<file path="config.mk">
export PLATFORM = sky130hd
export DESIGN_NAME = uart_baud_gen_flat
export DESIGN_NICKNAME = d
export VERILOG_FILES = /design/src/rtl/uart_baud_gen_if.sv /design/src/rtl/uart_baud_gen.sv /design/src/flat_wrapper.sv
export SDC_FILE = /design/constraint.sdc
export NUM_CORES = 1
export LEC_CHECK = 0
export BUFFER_PORTS_ARGS = -buffer_cell sky130_fd_sc_hd__buf_2
export CORE_MARGIN = 2
export CORE_UTILIZATION = 28
export CTS_CLUSTER_SIZE = 16
export DETAILED_ROUTE_END_ITERATION = 16
export GPL_TIMING_DRIVEN = 0
export PLACE_DENSITY = 0.41
export SLEW_MARGIN = 20
export SYNTH_ARGS = -nofsm -noshare
export SYNTH_HDL_FRONTEND = slang
export SYNTH_SLANG_ARGS = --single-unit
</file>
<file path="constraint.sdc">
create_clock -name clk -period 7 [get_ports clk]
set_clock_uncertainty 0.15 [all_clocks]
set_input_delay 0.7 -clock clk [delete_from_list [all_inputs] [get_ports clk]]
set_output_delay 0.7 -clock clk [all_outputs]
set_load 0.005 [all_outputs]
</file>
<file path="src/rtl/uart_baud_gen_if.sv">
// Configuration, start-request and strobe signals between the UART engines
// and the baud generator.
interface uart_baud_gen_if #(
    parameter int unsigned DIV_W  = 16,
    parameter int unsigned FRAC_W = 4
);
    logic [DIV_W-1:0]  div_int;
    logic [FRAC_W-1:0] div_frac;
    logic              cfg_load;
    logic              cfg_pend;
    logic              rx_start;
    logic              tx_start;
    logic              ovs_tick;
    logic              rx_mid;
    logic              tx_bit;

    modport master (
        output div_int, div_frac, cfg_load, rx_start, tx_start,
        input  cfg_pend, ovs_tick, rx_mid, tx_bit
    );

    modport slave (
        input  div_int, div_frac, cfg_load, rx_start, tx_start,
        output cfg_pend, ovs_tick, rx_mid, tx_bit
    );
endinterface

</file>
<file path="src/rtl/uart_baud_gen.sv">
// Fractional-N UART baud generator: oversample tick, RX mid-bit strobe and
// TX bit-boundary strobe, with a shadowed divisor applied on period boundaries.
module uart_baud_gen #(
    parameter int unsigned DIV_W    = 16,
    parameter int unsigned FRAC_W   = 4,
    parameter int unsigned OVS      = 16,
    parameter int unsigned DEF_INT  = 13,
    parameter int unsigned DEF_FRAC = 9
) (
    input  logic          clk,
    input  logic          rst_n,
    uart_baud_gen_if.slave bus
);
    localparam int unsigned PH_W      = $clog2(OVS);
    localparam int unsigned RST_INT_U = (DEF_INT < 2) ? 2 : DEF_INT;

    localparam logic [DIV_W-1:0]  RST_INT   = DIV_W'(RST_INT_U);
    localparam logic [DIV_W-1:0]  RST_LAST  = DIV_W'(RST_INT_U - 1);
    localparam logic [FRAC_W-1:0] RST_FRAC  = FRAC_W'(DEF_FRAC);
    localparam logic [PH_W-1:0]   RX_MID_PH = PH_W'(OVS / 2 - 1);
    localparam logic [PH_W-1:0]   TX_BIT_PH = PH_W'(OVS - 1);

    logic [DIV_W-1:0]  act_int;
    logic [FRAC_W-1:0] act_frac;
    logic [DIV_W-1:0]  shd_int;
    logic [FRAC_W-1:0] shd_frac;
    logic              pend;

    logic [DIV_W-1:0]  cnt;
    logic [DIV_W-1:0]  last;
    logic [FRAC_W-1:0] acc;

    logic [PH_W-1:0]   rx_ph;
    logic [PH_W-1:0]   tx_ph;

    logic              ovs_q;
    logic              rx_mid_q;
    logic              tx_bit_q;

    logic              tc;
    logic              apply;
    logic [DIV_W-1:0]  nxt_int;
    logic [FRAC_W-1:0] nxt_frac;
    logic [FRAC_W-1:0] acc_base;
    logic [FRAC_W:0]   sum;

    function automatic logic [DIV_W-1:0] clamp_div(input logic [DIV_W-1:0] v);
        return (v < DIV_W'(2)) ? DIV_W'(2) : v;
    endfunction

    // The length of the next period (last = L-1) is resolved at tc, so the
    // terminal compare is a plain equality against a register.
    always_comb begin
        tc       = (cnt == last);
        apply    = tc && pend && !bus.cfg_load;
        nxt_int  = apply ? clamp_div(shd_int) : act_int;
        nxt_frac = apply ? shd_frac : act_frac;
        acc_base = apply ? '0 : acc;
        sum      = {1'b0, acc_base} + {1'b0, nxt_frac};
    end

    always_ff @(posedge clk or negedge rst_n) begin
        if (!rst_n) begin
            cnt  <= '0;
            acc  <= '0;
            last <= RST_LAST;
        end else if (tc) begin
            cnt  <= '0;
            acc  <= sum[FRAC_W-1:0];
            last <= nxt_int - 1'b1 + {{(DIV_W-1){1'b0}}, sum[FRAC_W]};
        end else begin
            cnt  <= cnt + 1'b1;
        end
    end

    // A load in the same cycle as tc wins over clearing pend, deferring the
    // apply to the following tc.
    always_ff @(posedge clk or negedge rst_n) begin
        if (!rst_n) begin
            act_int  <= RST_INT;
            act_frac <= RST_FRAC;
            shd_int  <= RST_INT;
            shd_frac <= RST_FRAC;
            pend     <= 1'b0;
        end else begin
            if (apply) begin
                act_int  <= nxt_int;
                act_frac <= nxt_frac;
            end
            if (bus.cfg_load) begin
                shd_int  <= bus.div_int;
                shd_frac <= bus.div_frac;
                pend     <= 1'b1;
            end else if (apply) begin
                pend     <= 1'b0;
            end
        end
    end

    always_ff @(posedge clk or negedge rst_n) begin
        if (!rst_n) begin
            rx_ph <= '0;
            tx_ph <= '0;
        end else begin
            if (!bus.rx_start)
                rx_ph <= '0;
            else if (tc)
                rx_ph <= rx_ph + 1'b1;
            if (!bus.tx_start)
                tx_ph <= '0;
            else if (tc)
                tx_ph <= tx_ph + 1'b1;
        end
    end

    always_ff @(posedge clk or negedge rst_n) begin
        if (!rst_n) begin
            ovs_q    <= 1'b0;
            rx_mid_q <= 1'b0;
            tx_bit_q <= 1'b0;
        end else begin
            ovs_q    <= tc;
            rx_mid_q <= tc && bus.rx_start && (rx_ph == RX_MID_PH);
            tx_bit_q <= tc && bus.tx_start && (tx_ph == TX_BIT_PH);
        end
    end

    assign bus.ovs_tick = ovs_q;
    assign bus.rx_mid   = rx_mid_q;
    assign bus.tx_bit   = tx_bit_q;
    assign bus.cfg_pend = pend;
endmodule

</file>
<file path="src/flat_wrapper.sv">
// flat-port wrapper written by rule: the top's interface ports become plain ports
module uart_baud_gen_flat 
#(
    parameter int unsigned DIV_W    = 16,
    parameter int unsigned FRAC_W   = 4,
    parameter int unsigned OVS      = 16,
    parameter int unsigned DEF_INT  = 13,
    parameter int unsigned DEF_FRAC = 9
)
  (clk, rst_n, bus_div_int, bus_div_frac, bus_cfg_load, bus_rx_start, bus_tx_start, bus_cfg_pend, bus_ovs_tick, bus_rx_mid, bus_tx_bit);
  uart_baud_gen_if #(.DIV_W(DIV_W), .FRAC_W(FRAC_W)) bus_i ();
  input  logic clk;
  input  logic rst_n;
  input wire logic [$bits(bus_i.div_int)-1:0] bus_div_int;
  input wire logic [$bits(bus_i.div_frac)-1:0] bus_div_frac;
  input wire logic [$bits(bus_i.cfg_load)-1:0] bus_cfg_load;
  input wire logic [$bits(bus_i.rx_start)-1:0] bus_rx_start;
  input wire logic [$bits(bus_i.tx_start)-1:0] bus_tx_start;
  output wire logic [$bits(bus_i.cfg_pend)-1:0] bus_cfg_pend;
  output wire logic [$bits(bus_i.ovs_tick)-1:0] bus_ovs_tick;
  output wire logic [$bits(bus_i.rx_mid)-1:0] bus_rx_mid;
  output wire logic [$bits(bus_i.tx_bit)-1:0] bus_tx_bit;
  assign bus_i.div_int = bus_div_int;
  assign bus_i.div_frac = bus_div_frac;
  assign bus_i.cfg_load = bus_cfg_load;
  assign bus_i.rx_start = bus_rx_start;
  assign bus_i.tx_start = bus_tx_start;
  assign bus_cfg_pend = bus_i.cfg_pend;
  assign bus_ovs_tick = bus_i.ovs_tick;
  assign bus_rx_mid = bus_i.rx_mid;
  assign bus_tx_bit = bus_i.tx_bit;
  uart_baud_gen #(.DIV_W(DIV_W), .FRAC_W(FRAC_W), .OVS(OVS), .DEF_INT(DEF_INT), .DEF_FRAC(DEF_FRAC)) u_core (.clk(clk), .rst_n(rst_n), .bus(bus_i));
endmodule
</file>
-- Word-level counts from Yosys, hierarchy flattened
Index checks and enable logic that the tools add are counted.
Widths: inputs -> output; s select.
- bits of input ports: 25
- memory bits (read-only): 0
- output and inout port bits: 4
- memories: 0
- latch bits: 0
- RAM bits: 0
- flip-flop bits (word level): 88
- logic and storage cells: 44
- reduce and logical (&&, ||, !) cells: 8
- $add $sub $neg: 6
- bitwise gates (word level): 0
- equal/unequal tests: 5
- mux-type cells: 11
- $lt $le $gt $ge: 1
- multipliers: 0
- divide/modulo/power cells: 0
- shift-type cells: 0
- operator list (operator ; number):
    $mux 16 ; 3
    $mux 4 ; 6
    $add 16x1->16 ; 1
    $add 16x1->16 const B ; 1
    $eq 16x16->1 ; 1
    $lt 16x2->1 const B ; 1
    $sub 16x1->16 const B ; 1
    $add 4x1->4 const B ; 2
    $logic_and 1x1->1 ; 6
    $add 4x4->5 ; 1
    $eq 4x3->1 const B ; 1
    $eq 4x4->1 const B ; 1
    $ne 2x1->1 const B ; 2
    $mux 1 ; 2
    $reduce_bool 2->1 ; 1
    $logic_not 1->1 ; 1

-- Logic depth before layout (Yosys ltp)
Gate-level depths: netlist (run 1).
- word-level depth: 6
- gate-level depth with buffers: 23

-- Worst setup path after synthesis (run 1)
Ideal clock, no wire load.
- kind: reg-to-reg
- from: reg u_core.cnt[0]
- to: reg u_core.last[5]
- library setup time: 125 ps
- cell stages (with the launch flop): 21
- data required time: 6725 ps
- arrival time: 4184 ps
- period minus slack after synthesis: 4459 ps
- path slack: 2541 ps
- path through: dfrtp_1 xor2_1 nor4_2 nand4_4 clkinv_2 nand2_4 buf_2 clkbuf_1 and2_1 ha_1 inv_1 fa_1 inv_1 a21o_1 a21oi_1 ha_1 or3b_2 or4_4 a22oi_2 xor2_1 mux2_2
- word-level cells in the longest chain between the ends: 6
- elaborated cells on any way between the ends: 9
- those cells by class: add/sub: 3; eq/ne: 1; mux: 3; reduce/logical: 2
- ends and longest elaborated chain (element ; line ; source):
    from (decl) ; uart_baud_gen.sv:29 ; logic [DIV_W-1:0] cnt;
    from (signal assigned) ; uart_baud_gen.sv:72 ; cnt <= cnt + 1'b1;
    $eq 16x16->1 * ; uart_baud_gen.sv:54 ; tc = (cnt == last);
    $logic_and 1x1->1 (2 in series) ; uart_baud_gen.sv:55 ; apply = tc && pend && !bus.cfg_load;
    $mux 16 (tied with other cells) ; uart_baud_gen.sv:56 ; nxt_int = apply ? clamp_div(shd_int) : act_int;
    $sub 16x1->16 or $add 4x4->5 (tied branches) ; uart_baud_gen.sv:70, uart_baud_gen.sv:59 ;
    $add 16x1->16 ; uart_baud_gen.sv:70 ; last <= nxt_int - 1'b1 + {{(DIV_W-1){1'b0}}, sum[FRAC_W]};
    to (signal assigned) ; uart_baud_gen.sv:70 ;
    to (decl) ; uart_baud_gen.sv:30 ; logic [DIV_W-1:0] last;
Mark *: on every way between the ends. The rest lies on a longest branch, timed or not.
A chain may end at the register's enable or synchronous reset.

-- Worst setup path after layout (run 1)
- from: reg u_core.cnt[7]
- to: reg u_core.last[15]
The elaborated chain is that of the path after synthesis.

==> impl_metrics.json, run 1 <==
{
  "crit_type": "reg2reg",
  "grt_usage": 0.131,
  "final_core_util": 0.331,
  "drt_iter0_drc": 159,
  "core_um2": 15800,
  "drive_gt1_frac": 0.209,
  "tns_ns": 0,
  "ir_drop_uv": 113,
  "antenna_found_initial": 0,
  "hp-class": "in2async",
  "cts_buffer_depth": 2,
  "fmax_mhz": 194,
  "preCtsSetupSlack_ns": 1.75,
  "synth-edff-count": 0,
  "r2r-start": "u_core.cnt[7]$_DFF_PN0_",
  "fp-row-count": 46,
  "drv_slew": 0,
  "rsz0062_at_grt": "false",
  "path_max_fanout": 10,
  "yosysWarningCount": 0,
  "r2r_cells": 20,
  "cts_tree": "built",
  "r2r-end": "u_core.last[15]$_DFFE_PN0N_",
  "netlist_area_um2": 4480,
  "grt_pass1_vias": 3232,
  "gp_congestion": 0.823,
  "dieWidth_um": 131,
  "setup_violations": 0,
  "overflow": 0,
  "hold_buffers": 0,
  "antennaDiodeCount": 0,
  "vias_per_cell": 4.52,
  "wl_per_cell_um": 14.8,
  "tightest_slew_ns": 0.709,
  "outcome": "finished, final reports clean",
  "initial_core_util": 0.284,
  "ys_ff_latch": 88,
  "ys_types": 54,
  "io_pins": 29,
  "cellLeakagePower_nw": 2.37,
  "io_buffers": 27,
  "cts_inserted_buffers": 9,
  "first_pass_iters": 4,
  "grt_start_max_net_pins": 51,
  "layout_setup_ws_ns": 1.84,
  "slew_headroom": 0.527,
  "fin_nets": 498,
  "ys.flop_type": "dfrtp_1",
  "power_mw": 1.07,
  "path_clk_slew_ns": 0.06,
  "cts-resized-gates": 0,
  "hold_viol": 0,
  "seq_area_frac_synth": 0.494,
  "fp.dieArea_um2": 17000,
  "root_buffer": "clkbuf_16",
  "dp_hpwl_mm": 7.38,
  "drc": 0,
  "syn_area_per_cell_um2": 10.6,
  "fin_crit_sh": 0.738,
  "clk_latency_ns": 0.35,
  "grt_pass1_wl_mm": 17.0,
  "ant_nets": 0,
  "ctsHtreeMaxLevel": 3,
  "post_cts_buffers": 0,
  "reg2reg_setup_slack_ns": 1.84,
  "cp-endpoint": "u_core.last[15]$_DFFE_PN0N_",
  "synth_nets": 459,
  "period_minus_slack_ns": 5.16,
  "synthToLayoutAreaGrowth_pct": 16.5,
  "cp-start-kind": "flip-flop",
  "cp.arrival_ns": 5.29,
  "synth-async-reset-ratio": 1.00,
  "syn_inst": 424,
  "vias": 3095,
  "crit_path_end_kind": "flip-flop",
  "crit_required_ns": 7.13,
  "clock_sinks": 88,
  "drt-total-wl_mm": 10.1,
  "die_y_um": 131,
  "cap_viol_max_count": 0,
  "power_density_nw_per_um2": 205,
  "critical_path.startpoint": "u_core.cnt[7]$_DFF_PN0_"
}
[layout by cell type, fill, tap and decap left out, drive strengths merged, types with 2 or more instances in the layout]
cell    count
a211oi      3
a21boi      2
a21o        5
a21oi      14
and2       11
and3        3
buf        35
clkbuf     21
clkinv      4
dfrtp      76
dfstp      12
ha          9
inv        12
mux2       31
mux2i       9
nand2      54
nand3      14
nand3b      2
nand4       5
nor2       22
nor2b       3
nor3       11
nor4        9
nor4b       2
o211ai      4
o21ai      22
o31ai       2
or2         2
or3         5
or4         6
xnor2      17
xor2       27
[worst min path at each step]
stage,to,slack [ns],cells past startpoint
3_5_place_dp,u_core.acc[1]$_DFFE_PN0N_,0.31,1
3_3_place_gp,u_core.bus.rx_mid$_DFF_PN0_,0.30,1
5_1_grt,u_core.bus.ovs_tick$_DFF_PN0_,0.13,1
4_1_cts,u_core.bus.ovs_tick$_DFF_PN0_,0.11,1
2_1_floorplan,u_core.acc[0]$_DFFE_PN0N_,0.25,0
6_report,u_core.bus.ovs_tick$_DFF_PN0_,0.11,1
[cell type report]
type / instances / area [µm²]
fill: 1657 / 10500
sequential: 88 / 2220
multi-input combinational: 306 / 2150
tap: 216 / 270
clock buffer: 11 / 243
timing repair buffer: 28 / 169
buffer: 17 / 70.1
clock inverter: 5 / 56.3
inverter: 13 / 50.0
[sequential cells by signal (all words and copies together) (netlist names)]
name / cells
u_core.acc: 4
u_core.act_frac: 4
u_core.act_int: 16
u_core.bus.cfg_pend: 1
u_core.bus.ovs_tick: 1
u_core.bus.rx_mid: 1
u_core.bus.tx_bit: 1
u_core.cnt: 16
u_core.last: 16
u_core.rx_ph: 4
u_core.shd_frac: 4
u_core.shd_int: 16
u_core.tx_ph: 4
[Yosys cell counts (2+ instances only)]
| cell type | number | area, µm² |
|---|---|---|
| nor4_4 | 2 | 42.5 |
| ha_1 | 9 | 113 |
| a21boi_0 | 2 | 15.0 |
| xor2_1 | 27 | 236 |
| and3_1 | 3 | 18.8 |
| nor4b_1 | 2 | 17.5 |
| nand4_1 | 4 | 25.0 |
| o21ai_0 | 11 | 55.1 |
| nor2b_1 | 3 | 18.8 |
| and2_1 | 11 | 68.8 |
| buf_1 | 2 | 7.51 |
| dfstp_2 | 12 | 315 |
| or4_1 | 5 | 37.5 |
| inv_1 | 12 | 45.0 |
| nor3_1 | 11 | 55.1 |
| dfrtp_1 | 76 | 1900 |
| nand2_1 | 53 | 199 |
| nand3b_1 | 2 | 15.0 |
| xnor2_1 | 17 | 149 |
| o21ai_1 | 11 | 55.1 |
| o211ai_1 | 4 | 30.0 |
| clkbuf_1 | 10 | 37.5 |
| nand3_1 | 14 | 70.1 |
| or3_1 | 5 | 31.3 |
| mux2_2 | 27 | 304 |
| buf_2 | 5 | 25.0 |
| a21o_1 | 5 | 37.5 |
| a21oi_1 | 14 | 70.1 |
| nor4_2 | 2 | 25.0 |
| a211oi_1 | 3 | 22.5 |
| o31ai_1 | 2 | 15.0 |
| nor4_1 | 5 | 31.3 |
| mux2i_1 | 9 | 90.1 |
| nor2_1 | 22 | 82.6 |
| mux2_1 | 3 | 33.8 |
[stage by stage]
stage / instance area, µm² / instances / hold WS (ns)
2_1_floorplan: 4480 / 424 / 0.254
3_3_place_gp: 4890 / 667 / 0.298
3_5_place_dp: 4920 / 668 / 0.308
4_1_cts: 5220 / 684 / 0.114
5_1_grt: 5220 / 684 / 0.129
6_report: 5220 / 684 / 0.109
[worst max-delay path: stages, from the launching register on]
cell,delay [ns]
dfrtp_1,0.43
xor2_1,0.21
nor4_4,0.35
nand4_4,0.23
clkinv_2,0.14
nand2_4,0.12
buf_2,0.25
clkbuf_1,0.25
and2_1,0.23
ha_1,0.21
inv_1,0.07
fa_1,0.20
inv_1,0.05
a21o_1,0.16
a21oi_1,0.20
ha_1,0.21
or3b_2,0.50
nor4b_1,0.26
a21oi_1,0.22
or4_1,0.54
nand3_1,0.09
[logic make-up (layout without fill, tap and decap cells)]
group | Yosys count | count (layout) | share of synthesized area
xor+xnor | 44 | 44 | 0.0859
mux | 40 | 40 | 0.0988
simple gates | 154 | 154 | 0.186
compound gates | 58 | 58 | 0.0784
fa+ha+maj | 10 | 10 | 0.0296
buf+inv | 30 | 74 | 0.0268
flops | 88 | 88 | 0.494
[report_power, final]
| part | total (mW) | leakage (nW) | switching [mW] | internal [mW] |
|---|---|---|---|---|
| clock | 0.487 | 0.145 | 0.201 | 0.286 |
| sequential | 0.534 | 1.09 | 0.0113 | 0.522 |
| combinational | 0.0496 | 1.14 | 0.0273 | 0.0223 |
| total | 1.07 | 2.37 | 0.239 | 0.831 |
[per-layer routing]
metal / vias to the layer above / track usage / share of wire
met3: 11 / 0.0415 / 0.032
met2: 35 / 0.217 / 0.48
li1: 1547 / - / -
met1: 1502 / 0.168 / 0.47
met5: - / 0 / 0
met4: 0 / 0.0338 / 0.011
Note: power is estimated with default switching activity, not from simulation.
==> run 2: changes to the inputs <==
--- a/config.mk
+++ b/config.mk
@@ -5,13 +5,14 @@
 export SDC_FILE = /design/constraint.sdc
 export NUM_CORES = 1
 export LEC_CHECK = 0
+export ABC_AREA = 1
 export BUFFER_PORTS_ARGS = -buffer_cell sky130_fd_sc_hd__buf_2
 export CORE_MARGIN = 2
 export CORE_UTILIZATION = 28
 export CTS_CLUSTER_SIZE = 16
 export DETAILED_ROUTE_END_ITERATION = 16
 export GPL_TIMING_DRIVEN = 0
-export PLACE_DENSITY = 0.41
+export PLACE_DENSITY = 0.42
 export SLEW_MARGIN = 20
 export SYNTH_ARGS = -nofsm -noshare
 export SYNTH_HDL_FRONTEND = slang
==> constraint.sdc (replaced) <==
create_clock -name clk -period 4.55 [get_ports clk]
set_clock_uncertainty 0.15 [all_clocks]
set_input_delay 0.455 -clock clk [delete_from_list [all_inputs] [get_ports clk]]
set_output_delay 0.455 -clock clk [all_outputs]
set_load 0.005 [all_outputs]
==> run 2 against run 1 <==
Via count increased by 18%. Utilization increased by 0.52 points. Final cell count increased by 24%. Critical path depth increased by 3. Worst hold slack improved by 0.049 ns. Highest routed layer unchanged. Sequential power increased by 52%.
==> impl_metrics.json, run 2 <==
{
  "synth_xor_area_frac": 0.0155,
  "cap_viol_max_count": 0,
  "overflow": 0,
  "vias": 3639,
  "seq_area_frac_synth": 0.491,
  "crit_type": "reg2reg",
  "period_minus_slack_ns": 4.05,
  "drc": 0,
  "cellLeakagePower_nw": 2.74,
  "synth_top_family_by_area": "simple AND/OR/NAND/NOR gates",
  "fin_nets": 659,
  "cts_inserted_buffers": 9,
  "first_pass_iters": 5,
  "drt-total-wl_mm": 10.4,
  "hold_viol": 0,
  "synth-async-reset-ratio": 1.00,
  "rsz0062_at_grt": "false",
  "grt_pass1_wl_mm": 17.7,
  "synth_top_area_cell": "dfrtp_1",
  "final_common_cell": "nand2_1",
  "synth_nets": 619,
  "slew_headroom": 0.532,
  "layout_common_cells": "nand2_1, dfrtp_1, inv_1",
  "yosysWarningCount": 0,
  "cp.arrival_ns": 4.14,
  "path_max_fanout": 19,
  "ctsHtreeMaxLevel": 3,
  "grt_usage": 0.136,
  "hp-class": "in2reg",
  "dieWidth_um": 131,
  "wl_per_cell_um": 12.3,
  "netlist_area_um2": 4520,
  "power_mw": 1.76,
  "synth_compound_area_frac": 0.0881,
  "clk_latency_ns": 0.35,
  "fp.dieArea_um2": 17200,
  "setup_violations": 0,
  "p_sw_uw": 370,
  "fin_crit_sh": 0.890,
  "grt_pass1_vias": 3575,
  "ys.flop_type": "dfrtp_1",
  "swShare": 0.210,
  "final_core_util": 0.336,
  "yosys.area.top_type_share": 0.421,
  "yosysMostFrequentCell": "nand2_1",
  "drive_gt1_frac": 0.151,
  "tightest_slew_ns": 0.701,
  "critical_path.startpoint": "u_core.last[2]$_DFFE_PN1N_",
  "hp-start": "bus_div_frac[1]",
  "drv_slew": 0,
  "io_buffers": 28,
  "combPwrFrac": 0.037,
  "outcome": "finished, final reports clean",
  "synth_fa_ha_area_frac": 0.0294,
  "power_density_nw_per_um2": 330,
  "r2r_cells": 23,
  "fmax_mhz": 247,
  "vias_per_cell": 4.31,
  "p_seq_frac": 0.461,
  "crit_required_ns": 4.64,
  "clock_sinks": 88,
  "root_buffer": "clkbuf_16",
  "cp-start-kind": "flip-flop",
  "synth_common_cells": "nand2_1, dfrtp_1, inv_1, o21ai_0, nor2_1",
  "crit_path_end_kind": "flip-flop",
  "path_clk_slew_ns": 0.07,
  "yosys-top-cells-area": "dfrtp_1, nand2_1, dfstp_2",
  "drt_iter0_drc": 210,
  "gp_congestion": 0.819,
  "place_inst": 829,
  "internal_power_mw": 1.39,
  "initial_core_util": 0.285,
  "cts_tree": "built",
  "clkPwrFrac": 0.502,
  "synthSimpleGateAreaFrac": 0.292,
  "io_pins": 29,
  "core_um2": 15800,
  "ir_drop_uv": 202,
  "synth-edff-count": 0,
  "synthMuxAreaShare": 0,
  "ys_types": 29,
  "syn_area_per_cell_um2": 7.74,
  "r2r-start": "u_core.last[2]$_DFFE_PN1N_",
  "syn_inst": 584,
  "ys_ff_latch": 88,
  "grt_start_max_net_pins": 60,
  "ant_nets": 0,
  "cts_buffer_depth": 2,
  "antenna_found_initial": 0,
  "tns_ns": 0,
  "antennaDiodeCount": 0,
  "holdPathStages": 3,
  "fp-row-count": 46,
  "synthToLayoutAreaGrowth_pct": 17.8,
  "layoutNonFillerInstCount": 845,
  "die_y_um": 131,
  "dp_hpwl_mm": 7.86
}
run 2: cell count changes after synthesis, moves of 10 or more:
cell and delta:
nand2_1 +132, inv_1 +61, o21ai_0 +41, mux2_2 -27
nor2_1 +24, xor2_1 -23, nand3_1 +15, xnor2_1 -13
nand4_1 +12, and2_1 -11, o21ai_1 -10
run 2: cell type report:
cell class	count	area, µm²
Sequential cell	88	2220
Clock buffer	11	253
Tap cell	216	270
Inverter	80	300
Timing Repair Buffer	30	184
Fill cell	1702	10500
Multi-Input combinational cell	399	1920
Clock inverter	5	103
Buffer	16	75.1
run 2: worst max-delay path, stage by stage (launching register included):
cell and delay (ns):
dfstp_2 0.53, inv_1 0.05, nand2_1 0.05, nand2_1 0.05
nor2_1 0.11, nand2_1 0.10, nor2_4 0.21, nand3_4 0.17
buf_2 0.28, inv_1 0.11, or2_2 0.10, o21ai_0 0.16
fa_1 0.46, or2_2 0.32, nand2_1 0.07, a21oi_1 0.07
ha_1 0.22, ha_1 0.24, nand3_1 0.19, inv_1 0.08
nand2_1 0.06, nand2_1 0.04, nand3_1 0.06, nand2_1 0.05
run 2: power groups by stage:
stage,registers (mW),clock network (mW),logic (mW)
global placement,0.824,0,0.0620
floorplan,0.822,0,0.0258
global route,0.812,0.937,0.0762
CTS,0.810,0.907,0.0672
detailed placement,0.825,0,0.0665
finish,0.810,0.883,0.0646
run 2: per-stage QoR:
| step | hold slack [ns] | area [µm²] | setup slack (ns) |
|---|---|---|---|
| CTS | 0.146 | 5330 | 0.154 |
| global route | 0.169 | 5320 | 0.126 |
| floorplan | 0.00941 | 4520 | 0.864 |
| global placement | 0.307 | 4930 | 0.202 |
| finish | 0.158 | 5320 | 0.499 |
| detailed placement | 0.207 | 4960 | 0.172 |
run 2: worst paths after layout:
| path | to | slack [ns] |
|---|---|---|
| worst min register to register | u_core.shd_int[0]$_DFFE_PN1P_ | 0.32 |
| min in group asynchronous | u_core.cnt[6]$_DFF_PN0_ | 0.40 |
| worst max-delay path | u_core.last[14]$_DFFE_PN0N_ | 0.50 |
| worst max register to register | u_core.last[14]$_DFFE_PN0N_ | 0.50 |
| worst min-delay path | u_core.shd_frac[1]$_DFFE_PN0P_ | 0.16 |
| max in group asynchronous | u_core.shd_frac[0]$_DFFE_PN1P_ | 3.20 |
run 2: kinds of logic after synthesis:
kind of cell | Yosys count
XOR/XNOR | 8
AND/OR/NAND/NOR | 306
buffers and inverters | 97
flip-flops | 88
adder cells (fa/ha/maj) | 10
AO/OA/AOI/OAI | 75
run 2: repair_timing:
| item | 4_1_cts | 5_1_grt |
|---|---|---|
| endpoints found under the hold margin | 28 | 0 |
| setup buffers | 0 | 0 |
| resized for setup | 0 | 1 |
| endpoints found under the setup margin | 0 | 6 |
| hold buffers | 1 | 0 |
run 2: per-layer routing:
metal | routed length [µm] | global-route usage | part of all wire | vias up
met5 | 0 | 0 | 0 | -
met2 | 4540 | 0.205 | 0.44 | 45
met4 | 252 | 0.0688 | 0.024 | 0
met3 | 265 | 0.0257 | 0.025 | 14
li1 | - | - | - | 1924
met1 | 5370 | 0.188 | 0.52 | 1656
